## src/rtl/arb_mux_pkg.sv

```systemverilog
// Shared types for the arbitrated output multiplexer.
package arb_mux_pkg;

  // Arbitration state: free round-robin, or grant held for an open packet.
  typedef enum logic {
    ST_ARB    = 1'b0,
    ST_LOCKED = 1'b1
  } arb_state_e;

endpackage

```

## src/rtl/mux.sv

```systemverilog
// One-hot select multiplexer: sel must be one-hot or zero; zero selects all-zero.
module mux #(
  parameter int unsigned N = 4,
  parameter int unsigned W = 8
) (
  input  logic [N-1:0]        sel,
  input  logic [N-1:0][W-1:0] din,
  output logic [W-1:0]        dout
);

  // AND-OR reduction of the selected lane.
  always_comb begin
    dout = '0;
    for (int unsigned j = 0; j < N; j++) begin
      dout = dout | (din[j] & {W{sel[j]}});
    end
  end

endmodule

```

## src/rtl/rr_arb.sv

```systemverilog
// Round-robin arbiter: one-hot grant of the first requester at or after ptr.
module rr_arb #(
  parameter int unsigned N  = 4,
  parameter int unsigned IW = $clog2(N)
) (
  input  logic [N-1:0]  req,
  input  logic [IW-1:0] ptr,
  output logic [N-1:0]  gnt
);

  logic [2*N-1:0] dbl_req;
  logic [2*N-1:0] rot_req;
  logic [N-1:0]   rot_gnt;
  logic [2*N-1:0] dbl_gnt;

  // Rotate so ptr sits at bit 0, keep the lowest set bit, rotate back.
  always_comb begin
    dbl_req = {req, req};
    rot_req = dbl_req >> ptr;
    rot_gnt = rot_req[N-1:0] & (~rot_req[N-1:0] + N'(1));
    dbl_gnt = {rot_gnt, rot_gnt} << ptr;
    gnt     = dbl_gnt[2*N-1:N];
  end

endmodule

```

## src/rtl/arb_mux.sv

```systemverilog
// Arbitrated N-to-1 channel multiplexer with a single registered output stage.
// PKT=1 holds the grant on one channel from its first beat until its last beat.
module arb_mux
  import arb_mux_pkg::*;
#(
  parameter int unsigned N   = 4,
  parameter int unsigned W   = 32,
  parameter int unsigned PKT = 0
) (
  input  logic                  clk,
  input  logic                  arst_n,
  input  logic [N-1:0]          i_valid,
  input  logic [N-1:0][W-1:0]   i_data,
  input  logic [N-1:0]          i_last,
  output logic [N-1:0]          o_ready,
  output logic                  o_valid,
  output logic [W-1:0]          o_data,
  output logic                  o_last,
  output logic [$clog2(N)-1:0]  o_idx,
  input  logic                  i_ready
);

  localparam int unsigned IW = $clog2(N);

  arb_state_e          state_q, state_d;
  logic [IW-1:0]       ptr_q, ptr_d;
  logic [IW-1:0]       lock_idx_q, lock_idx_d;
  logic [IW-1:0]       acc_idx;
  logic [IW-1:0]       next_ptr;
  logic [N-1:0]        arb_gnt;
  logic [N-1:0]        gnt;
  logic                locked;
  logic                load_en;
  logic                accept;
  logic [N-1:0][W:0]   mux_in;
  logic [W:0]          mux_out;
  logic [W-1:0]        sel_data;
  logic                sel_last;

  rr_arb #(
    .N  (N),
    .IW (IW)
  ) u_rr_arb (
    .req (i_valid),
    .ptr (ptr_q),
    .gnt (arb_gnt)
  );

  // Pack last marker above data so one mux carries the whole beat.
  always_comb begin
    for (int unsigned j = 0; j < N; j++) begin
      mux_in[j] = {i_last[j], i_data[j]};
    end
  end

  mux #(
    .N (N),
    .W (W + 1)
  ) u_mux (
    .sel  (gnt),
    .din  (mux_in),
    .dout (mux_out)
  );

  assign sel_last = mux_out[W];
  assign sel_data = mux_out[W-1:0];

  // Grant: round-robin unless a packet holds the channel; locked idle channel blocks others.
  always_comb begin
    locked  = (PKT != 0) && (state_q == ST_LOCKED);
    gnt     = arb_gnt;
    if (locked) begin
      gnt = i_valid & (N'(1) << lock_idx_q);
    end
    load_en = !o_valid || i_ready;
    o_ready = gnt & {N{load_en}};
    accept  = |(i_valid & o_ready);
  end

  // Binary index of the granted channel and the round-robin successor.
  always_comb begin
    acc_idx = '0;
    for (int unsigned j = 0; j < N; j++) begin
      if (gnt[j]) begin
        acc_idx = IW'(j);
      end
    end
    next_ptr = (acc_idx == IW'(N - 1)) ? '0 : acc_idx + IW'(1);
  end

  // Next-state: pointer advance and packet lock tracking.
  always_comb begin
    state_d    = state_q;
    ptr_d      = ptr_q;
    lock_idx_d = lock_idx_q;
    if (accept) begin
      if (PKT == 0) begin
        ptr_d = next_ptr;
      end else if (sel_last) begin
        state_d = ST_ARB;
        ptr_d   = next_ptr;
      end else begin
        state_d    = ST_LOCKED;
        lock_idx_d = acc_idx;
      end
    end
  end

  // Arbitration state registers.
  always_ff @(posedge clk or negedge arst_n) begin
    if (!arst_n) begin
      state_q    <= ST_ARB;
      ptr_q      <= '0;
      lock_idx_q <= '0;
    end else begin
      state_q    <= state_d;
      ptr_q      <= ptr_d;
      lock_idx_q <= lock_idx_d;
    end
  end

  // Output stage: loads the accepted beat; empties when nothing is accepted; holds under backpressure.
  always_ff @(posedge clk or negedge arst_n) begin
    if (!arst_n) begin
      o_valid <= 1'b0;
      o_data  <= '0;
      o_last  <= 1'b0;
      o_idx   <= '0;
    end else if (load_en) begin
      o_valid <= accept;
      if (accept) begin
        o_data <= sel_data;
        o_last <= sel_last;
        o_idx  <= acc_idx;
      end
    end
  end

endmodule
```

## config.mk

```make
export PLATFORM = sky130hd
export DESIGN_NAME = arb_mux
export DESIGN_NICKNAME = d
export VERILOG_FILES = /design/src/rtl/arb_mux_pkg.sv /design/src/rtl/mux.sv /design/src/rtl/rr_arb.sv /design/src/rtl/arb_mux.sv
export SDC_FILE = /design/constraint.sdc
export NUM_CORES = 1
export LEC_CHECK = 0
export CORE_UTILIZATION = 37
export DETAILED_ROUTE_END_ITERATION = 16
export PLACE_DENSITY = 0.82
export SYNTH_ARGS = -nofsm -noshare
export SYNTH_HDL_FRONTEND = slang
export SYNTH_HIERARCHICAL = 1
export SYNTH_SLANG_ARGS = --single-unit
```

## constraint.sdc

```tcl
create_clock -name clk -period 2.39 [get_ports clk]
set_input_delay 0.478 -clock clk [delete_from_list [all_inputs] [get_ports clk]]
set_output_delay 0.478 -clock clk [all_outputs]
set_load 0.05 [all_outputs]
```

After elaboration in Yosys (flattened, before gate mapping). Cells that the tools add are included.

Bits in registers: 38. Output and inout port bits: 40. Word-level logic and storage cells: 29.

$add $sub $neg: 2. Eq/ne operators: 1. Shift operators: 2. Muxes and demuxes: 4. Bitwise logic cells: 11. Reduce and logical (&&, ||, !) cells: 4.

Operators by type and width (number): $and 33x33->33 (4); $or 33x33->33 (3); $and 4x4->4 (3); $shl 8x2->8 (1); $shr 8x2->4 (1); $mux 2 (3); $add 4x1->4 const B (1); $not 4->4 (1); $reduce_or 4->1 (1); $add 2x1->2 const B (1); $eq 2x2->1 const B (1); $reduce_and 2->1 (1); $logic_not 1->1 (1); $logic_or 1x1->1 (1); $mux 1 (1).

Logic depth before layout (Yosys ltp). Gate-level depths: netlist (run 1).

Depth in word-level cells: 10. Gate-level depth with buffers: 8. Mapped depth without buffers: 6.

By module. The synthesis (run 1) kept the hierarchy.

By module, submodules not included: arb_mux (instances 1, cells an instance 95, area each 1657.8 sq um); mux (instances 1, cells an instance 115, area each 975.9 sq um); rr_arb (instances 1, cells an instance 17, area each 110.1 sq um).

Least setup slack after synthesis (run 1). No wires, ideal clock.

Path type: register to register. Start: register ptr_q[0]. End: register o_data[0]. Library setup time: 0.125 ns. Arrival time: 1.807 ns. Slack: 0.458 ns. Cell stages (with the launch flop): 9. Path buffers: 2. Clock period less this slack: 1.932 ns. Cell sequence: dfrtp_1 a21o_1 a21oi_1 o21a_1 a22oi_2 a21boi_2 buf_6 buf_12 mux2_4.

Longest elaborated chain between the ends: 9. Elaborated cells on any way between the ends: 16. Those cells by class: add/sub (1); shift (2); bitwise (11); reduce/logical (2).

RTL lines: start: declaration (line arb_mux.sv:26) `logic [IW-1:0] ptr_q, ptr_d;`; start signal: assignment (line arb_mux.sv:117) `ptr_q <= ptr_d;`; $shr 8x2->4 (line rr_arb.sv:19) `rot_req = dbl_req >> ptr;`; $not 4->4 (line rr_arb.sv:20) `rot_gnt = rot_req[N-1:0] & (~rot_req[N-1:0] + N'(1));`; $add 4x1->4 (line rr_arb.sv:20); $and 4x4->4 (line rr_arb.sv:20); $shl 8x2->8 (*) (line rr_arb.sv:21) `dbl_gnt = {rot_gnt, rot_gnt} << ptr;`; named net arb_gnt[2] (line arb_mux.sv:30) `logic [N-1:0] arb_gnt;`; $and 4x4->4 (line arb_mux.sv:76) `o_ready = gnt & {N{load_en}};`; $and 4x4->4 (line arb_mux.sv:77) `accept = |(i_valid & o_ready);`; $reduce_or 4->1 (line arb_mux.sv:77); $reduce_and 2->1 (no line); end signal: assignment (line arb_mux.sv:132) `o_data <= sel_data;`; end: declaration (line arb_mux.sv:17) `output logic [W-1:0] o_data,`.

The timed path passes the listed nets; every way through them passes the cells marked *. A chain may end at the register's enable or synchronous reset.

Worst setup path after layout (run 1).
Start: input i_valid[2]. End: output o_ready[1].

Longest elaborated chain between the ends: 6.

RTL lines: start: declaration (line arb_mux.sv:12) `input logic [N-1:0] i_valid,`; $shr 8x2->4 (*) (line rr_arb.sv:19); $not 4->4 (line rr_arb.sv:20); $add 4x1->4 (line rr_arb.sv:20); $and 4x4->4 (*) (line rr_arb.sv:20); $shl 8x2->8 (*) (line rr_arb.sv:21); named net arb_gnt[1] (line arb_mux.sv:30); $and 4x4->4 (*) (line arb_mux.sv:76); end: declaration (line arb_mux.sv:15) `output logic [N-1:0] o_ready,`.

Marks and branches as above.

==> impl_metrics.csv, run 1 <==
group,metric,value,unit
clock_tree,clockRootBuffer,"clkbuf_8",
clock_tree,cts.hold.buffers_added,0,
timing,clock_skew,7.00,ps
floorplan,core.rowCount,31,
global_route,grt_pass1_vias,2736,
clock_tree,clk_path_buf_depth,2,
worst_hold_path,hold_path.class,"input port to async pin",
synth,yosysTopAreaCell,"dfrtp_1",
synth,yosysSeqAreaShare,34.7,%
placement,place_ws,-174,ps
synth,synth.cell_area,2740,sq um
setup_path,reg2reg_setup_slack,220,ps
global_route,grt.overflow.total,0,
synth,synth_cell_types,28,
run_status,outcome,"finished, final reports clean",
detailed_routing,wirelength,8.71,mm
pwr,vdd_ir_drop_max,0.000833,V
global_route,grt_pass1_wl,13.1,mm
global_route,antenna_found_initial,0,
placement,hpwl,6.67,mm
detailed_routing,dr_total_vias,2647,
synth,synth_top_area_share,34.7,%
timing,worst_pin_slew,836,ps
timing,worst_slack,142,ps
cells_and_area,mostFrequentLayoutCells,"clkdlybuf4s50_1 (169), dfrtp_1 (38), a22oi_1 (36)",
cells_and_area,syn_to_final_growth,74.1,%
timing,finalMaxSlewViolations,0,
clock_tree,cts_buffers,5,
setup_path,end_kind,"output port",
synth,syn-num-nets,366,
cells_and_area,multi_input_area,1510,sq um
synth,synthArstFlopShare,100,%
synth,netlist_instances,227,
clock_tree,h-tree-depth,2,
setup_path,startpoint_type,"input port",
global_route,grt_start_max_net_pins,39,
cells_and_area,finalNonFillerCells,515,
synth,synthTopCellsByArea,"dfrtp_1 (35%), mux2_4 (15%), a22oi_2 (14%)",
pwr,p_leak,0.00202,uW
detailed_routing,vias_per_cell,5.14,
floorplan,die_x,88.1,um
setup_path,arrival,1770,ps
cells_and_area,drive_gt1_share,26.2,%
timing,final-hold-violation-count,0,
pwr,power_density,1150,nW/um^2
placement,routabilityCongestion,0.797,
floorplan,die_h,88.1,um
placement,io_buffers,178,
clock_tree,cts.reportedPaths.clkPinSlew,70,ps
synth,synth_area_per_cell,12.1,sq um
setup_path,required,1910,ps
run,max_cap_viol_count,0,
floorplan,ios,179,
clock_tree,clock_latency,280,ps
setup_path,r2r-end,"o_last$_DFFE_PN0P_",
floorplan,start_util,38.0,%
detailed_routing,ant_nets,0,
cells_and_area,num_antenna_cells,0,
timing,finalWorstPathRequiredPeriod,2250,ps
setup_path,crit_type,"input port to output port",
synth,synth-seq-cells,38,
global_route,track_usage,22.2,%
timing,rsz0062_at_grt,"no",
cells_and_area,layout_commonest_cell,"clkdlybuf4s50_1",
timing,whs,297,ps
timing,setup_viol,0,
synth,synth_edf_count,0,
synth,yosys_warnings,6,
cells_and_area,layout.nets,554,
detailed_routing,dr.pass1.iters,4,
setup_path,ff2ff_path_depth,8,
detailed_routing,drt_iter0_drc,102,
timing,max_freq,445,MHz
clock_tree,cts_sinks,38,
floorplan,die_area,7760,sq um
cells_and_area,fill_cells,580,
floorplan,core,7210,sq um
cells_and_area,utilization,66.2,%
cells_and_area,ff_latch_area,951,sq um
timing,timing.final.crit_share,94.0,%
detailed_routing,drc,0,
setup_path,path_max_fanout,4,
synth,synth_ff_type,"dfrtp_1",
setup_path,r2r-start,"ptr_q[1]$_DFFE_PN0P_",
timing,max_slew_margin,44.3,%
clock_tree,cts_tree,"built",
placement,dp_cells,505,
detailed_routing,wl_per_cell,16.9,um
[final cells by class]
cell class / count / area share (%)
repair buffers: 201 / 43.6
inverters: 5 / 0.393
multi-input cells: 164 / 31.6
clock buffers: 7 / 1.81
well taps: 99 / 2.59
clock inverters: 1 / 0.105
flip-flops and latches: 38 / 19.9
[what timing repair did]
action	CTS	global route
endpoints found under the setup margin	4	0
buffers inserted	1	0
resized for setup	6	0
[sequential cells by signal, indices dropped and copies added, names as in the netlist]
signal / cells
ptr_q: 2
o_valid: 1
o_idx: 2
o_data: 32
o_last: 1
[where the power goes]
part / total [uW] / leakage, uW / switching [uW] / internal (uW)
clock network: 447 / 0.0000482 / 215 / 233
registers: 1170 / 0.000467 / 209 / 960
logic: 3900 / 0.00151 / 2100 / 1790
[logic make-up after synthesis]
family | Yosys count | synth area share, %
AOI/OAI and AO/OA | 80 | 28.2
and+or+nand+nor | 47 | 7.62
DFF | 38 | 34.7
muxes | 37 | 18.7
buffers and inverters | 25 | 10.8
[metrics by stage]
| step | TNS (ps) | total power [uW] | instance area (sq um) |
|---|---|---|---|
| final | 0 | 5510 | 4780 |
| after global routing | 0 | 5810 | 4780 |
| after CTS | 0 | 5570 | 4780 |
| after detailed placement | -4820 | 5040 | 4650 |
| after global placement | -2190 | 4950 | 4650 |
| after floorplan | 0 | 3860 | 2740 |
[worst max path at each step]
stage	slack [ps]	end	startpoint
floorplan	460	o_data[0]$_DFFE_PN0P_	ptr_q[0]$_DFFE_PN0P_
global placement	-100	o_last$_DFFE_PN0P_	i_valid[3]
detailed placement	-170	o_last$_DFFE_PN0P_	i_valid[3]
CTS	130	o_ready[2]	ptr_q[0]$_DFFE_PN0P_
global route	10	o_ready[2]	ptr_q[1]$_DFFE_PN0P_
finish	140	o_ready[1]	i_valid[2]
[critical path, cell delays in order]
cell and delay [ps]:
dlygate4sd2_1 270, nor2b_1 140, o21ai_0 170, and3_2 260, buf_4 140, and2_1 160
buf_12 150
[synth_stat cells, drive strengths merged (2+ instances only)]
master / number
buf: 20
mux2i: 3
mux2: 34
o21a: 2
nor2: 3
a22oi: 68
dfrtp: 38
and2: 5
nand2b: 2
inv: 5
a21oi: 3
nand2: 34
[layer usage]
| layer | up-vias | part of all wire [%] | global-route usage [%] |
|---|---|---|---|
| met2 | 120 | 52 | 41.2 |
| met4 | 0 | 0.86 | 5.72 |
| met1 | 1292 | 38 | 24.5 |
| met3 | 10 | 9.7 | 7.16 |
| li1 | 1225 | - | - |
| met5 | - | 0 | 0 |
No activity file was read; power rests on OpenSTA's default activity.
==> inputs of run 2 (changes only) <==
- clock period: 2.39 -> 2.15 ns (I/O delays scaled with it)
==> impl_metrics.csv, run 2 (same netlist as run 1, synthesis figures left out) <==
group,metric,value,unit
cells_and_area,multi_input_area,1510,sq um
pwr,p_int,3380,uW
cells_and_area,mostFrequentLayoutCells,"clkdlybuf4s50_1 (169), dfrtp_1 (36), a22oi_1 (36)",
pwr,power_density,1300,nW/um^2
setup_path,path_buf_inv,4,
cells_and_area,layout_commonest_cell,"clkdlybuf4s50_1",
setup_path,end_kind,"output port",
clock_tree,cts_sinks,38,
floorplan,die_area,7760,sq um
clock_tree,cts.hold.buffers_added,0,
setup_path,slowest_stage,"dlygate4sd2_1",
cells_and_area,layout.nets,550,
global_route,grt_start_max_net_pins,22,
clock_tree,cts_buffers,5,
pwr,swShare,45.3,%
setup_path,arrival,1700,ps
pwr,p_leak,0.00200,uW
timing,rsz0062_at_grt,"yes",
clock_tree,clock_latency,280,ps
setup_path,required,1720,ps
cells_and_area,drive_gt1_share,25.7,%
timing,setup_viol,0,
timing,clock_skew,5.08,ps
clock_tree,cts.reportedPaths.clkPinSlew,70,ps
timing,worst_pin_slew,536,ps
setup_path,crit_chain,"dlygate4sd2_1 > buf_4 > a21oi_1 > o221a_2 > buf_4 > and2_1 > buf_12",
clock_tree,clockRootBuffer,"clkbuf_8",
detailed_routing,vias_per_cell,5.06,
global_route,antenna_found_initial,0,
pwr,vdd_ir_drop_max,0.000730,V
cells_and_area,num_antenna_cells,0,
cells_and_area,regMostFlops,"o_data",
cells_and_area,syn_to_final_growth,73.4,%
detailed_routing,drt_iter0_drc,94,
clock_tree,clk_path_buf_depth,2,
pwr,seq_power_share,21.2,%
timing,timing.final.crit_share,98.9,%
timing,finalMaxSlewViolations,0,
floorplan,start_util,38.0,%
global_route,grt-busiest-layer,"met2",
timing,final-hold-violation-count,0,
placement,hpwl,6.68,mm
timing,finalWorstPathRequiredPeriod,2130,ps
worst_hold_path,hold_path.class,"input port to async pin",
setup_path,path_delay_family,"buffers and inverters",
clock_tree,cts_tree,"built",
floorplan,ios,179,
placement,routabilityCongestion,0.855,
floorplan,core.rowCount,31,
global_route,grt_pass1_wl,12.8,mm
global_route,grt.overflow.total,0,
detailed_routing,wl_per_cell,16.5,um
pwr,comb_power_share,69.4,%
detailed_routing,drc,0,
pwr,clkPwrFrac,9.4,%
global_route,track_usage,21.6,%
timing,max_slew_margin,64.1,%
global_route,grt_pass1_vias,2626,
global_route,use_met1,25.3,%
floorplan,core,7210,sq um
cells_and_area,utilization,65.9,%
global_route,grt_use_met2,39.3,%
run,max_cap_viol_count,0,
setup_path,crit_top_cell,"buf_4",
cells_and_area,largest_reg_flops,32,
timing,setup_tns,0,ps
floorplan,die_h,88.1,um
cells_and_area,top_regs,"o_data (32), o_idx (2), ptr_q (2)",
clock_tree,h-tree-depth,2,
detailed_routing,wirelength,8.44,mm
detailed_routing,dr_total_vias,2584,
pwr,switching_power,2800,uW
cells_and_area,fill_cells,593,
detailed_routing,ant_nets,0,
placement,io_buffers,178,
run_status,outcome,"finished, final reports clean",
cells_and_area,ff_latch_area,953,sq um
timing,max_freq,470,MHz
setup_path,startpoint_type,"input port",
setup_path,crit_type,"input port to output port",
detailed_routing,dr.pass1.iters,4,
setup_path,path_max_fanout,4,
floorplan,die_x,88.1,um
global_route,met3_usage,6.88,%
setup_path,cp_slowest_stage_delay,270,ps
==> run 2: cell types whose count changed in the layout (fill, tap and decap cells not counted) <==
cell | previous run | this run
clkbuf_1 | 1 | 2
clkbuf_8 | 6 | 5
bufinv_16 | 0 | 1
buf_6 | 0 | 1
buf_4 | 16 | 11
clkinv_2 | 1 | 0
bufbuf_16 | 1 | 0
dfrtp_2 | 0 | 2
buf_12 | 10 | 11
dfrtp_1 | 38 | 36
==> run 2: worst register-to-register path: stages, from the launching register on <==
cell      delay (ps)
dfrtp_2          470
a21o_1           200
a21oi_1          120
o21a_2           150
a22oi_2          100
a21boi_4         230
buf_12           210
mux2_2           350
==> run 2: power groups by stage <==
stage | registers, uW | clock network [uW] | logic (uW)
4_1_cts | 1310 | 602 | 4320
5_1_grt | 1360 | 636 | 4500
3_3_place_gp | 1310 | 0 | 4220
6_report | 1310 | 583 | 4290
2_1_floorplan | 2410 | 0 | 1880
3_5_place_dp | 1310 | 0 | 4310
==> run 2: through the flow <==
step           cells  power [uW]  area [sq um]  worst slack (ps)  hold WS (ps)
2_1_floorplan    227        4290          2740               218           134
3_3_place_gp     503        5520          4650              -298           404
3_5_place_dp     503        5620          4650              -337           409
4_1_cts          511        6240          4760              28.2           101
5_1_grt          511        6490          4760             -47.6           114
6_report         511        6180          4760              22.8          95.8
==> run 2: worst paths after layout <==
path | end | cells past startpoint | slack [ps] | from
max reg2reg | o_data[15]$_DFFE_PN0P_ | 7 | 200 | ptr_q[0]$_DFFE_PN0P_
max | o_ready[3] | 7 | 20 | i_valid[2]
min in group clk | o_data[17]$_DFFE_PN0P_ | 1 | 510 | o_data[17]$_DFFE_PN0P_
min | o_idx[0]$_DFFE_PN0P_ | 1 | 100 | arst_n
max in group asynchronous | o_data[28]$_DFFE_PN0P_ | 2 | 1430 | arst_n
min reg2reg | o_data[17]$_DFFE_PN0P_ | 1 | 510 | o_data[17]$_DFFE_PN0P_
==> run 2: what timing repair did <==
item | CTS | global route
setup endpoints to repair | 28 | 4
cloned | 0 | 0
buffers inserted | 0 | 0
gates resized for setup | 9 | 0
pin swaps | 0 | 0
==> run 2: final cells by class <==
class | instances | share of cell area, %
Clock buffer | 7 | 1.60
Clock inverter | 1 | 0.631
Inverter | 5 | 0.395
Timing Repair Buffer | 197 | 43.0
Tap cell | 99 | 2.60
Multi-Input combinational cell | 164 | 31.7
Sequential cell | 38 | 20.0
==> run 2: metal layers <==
metal,share of wire (%),wire [um]
met5,0,0
met4,0.47,40
met3,9.5,806
met2,51,4310
met1,39,3290
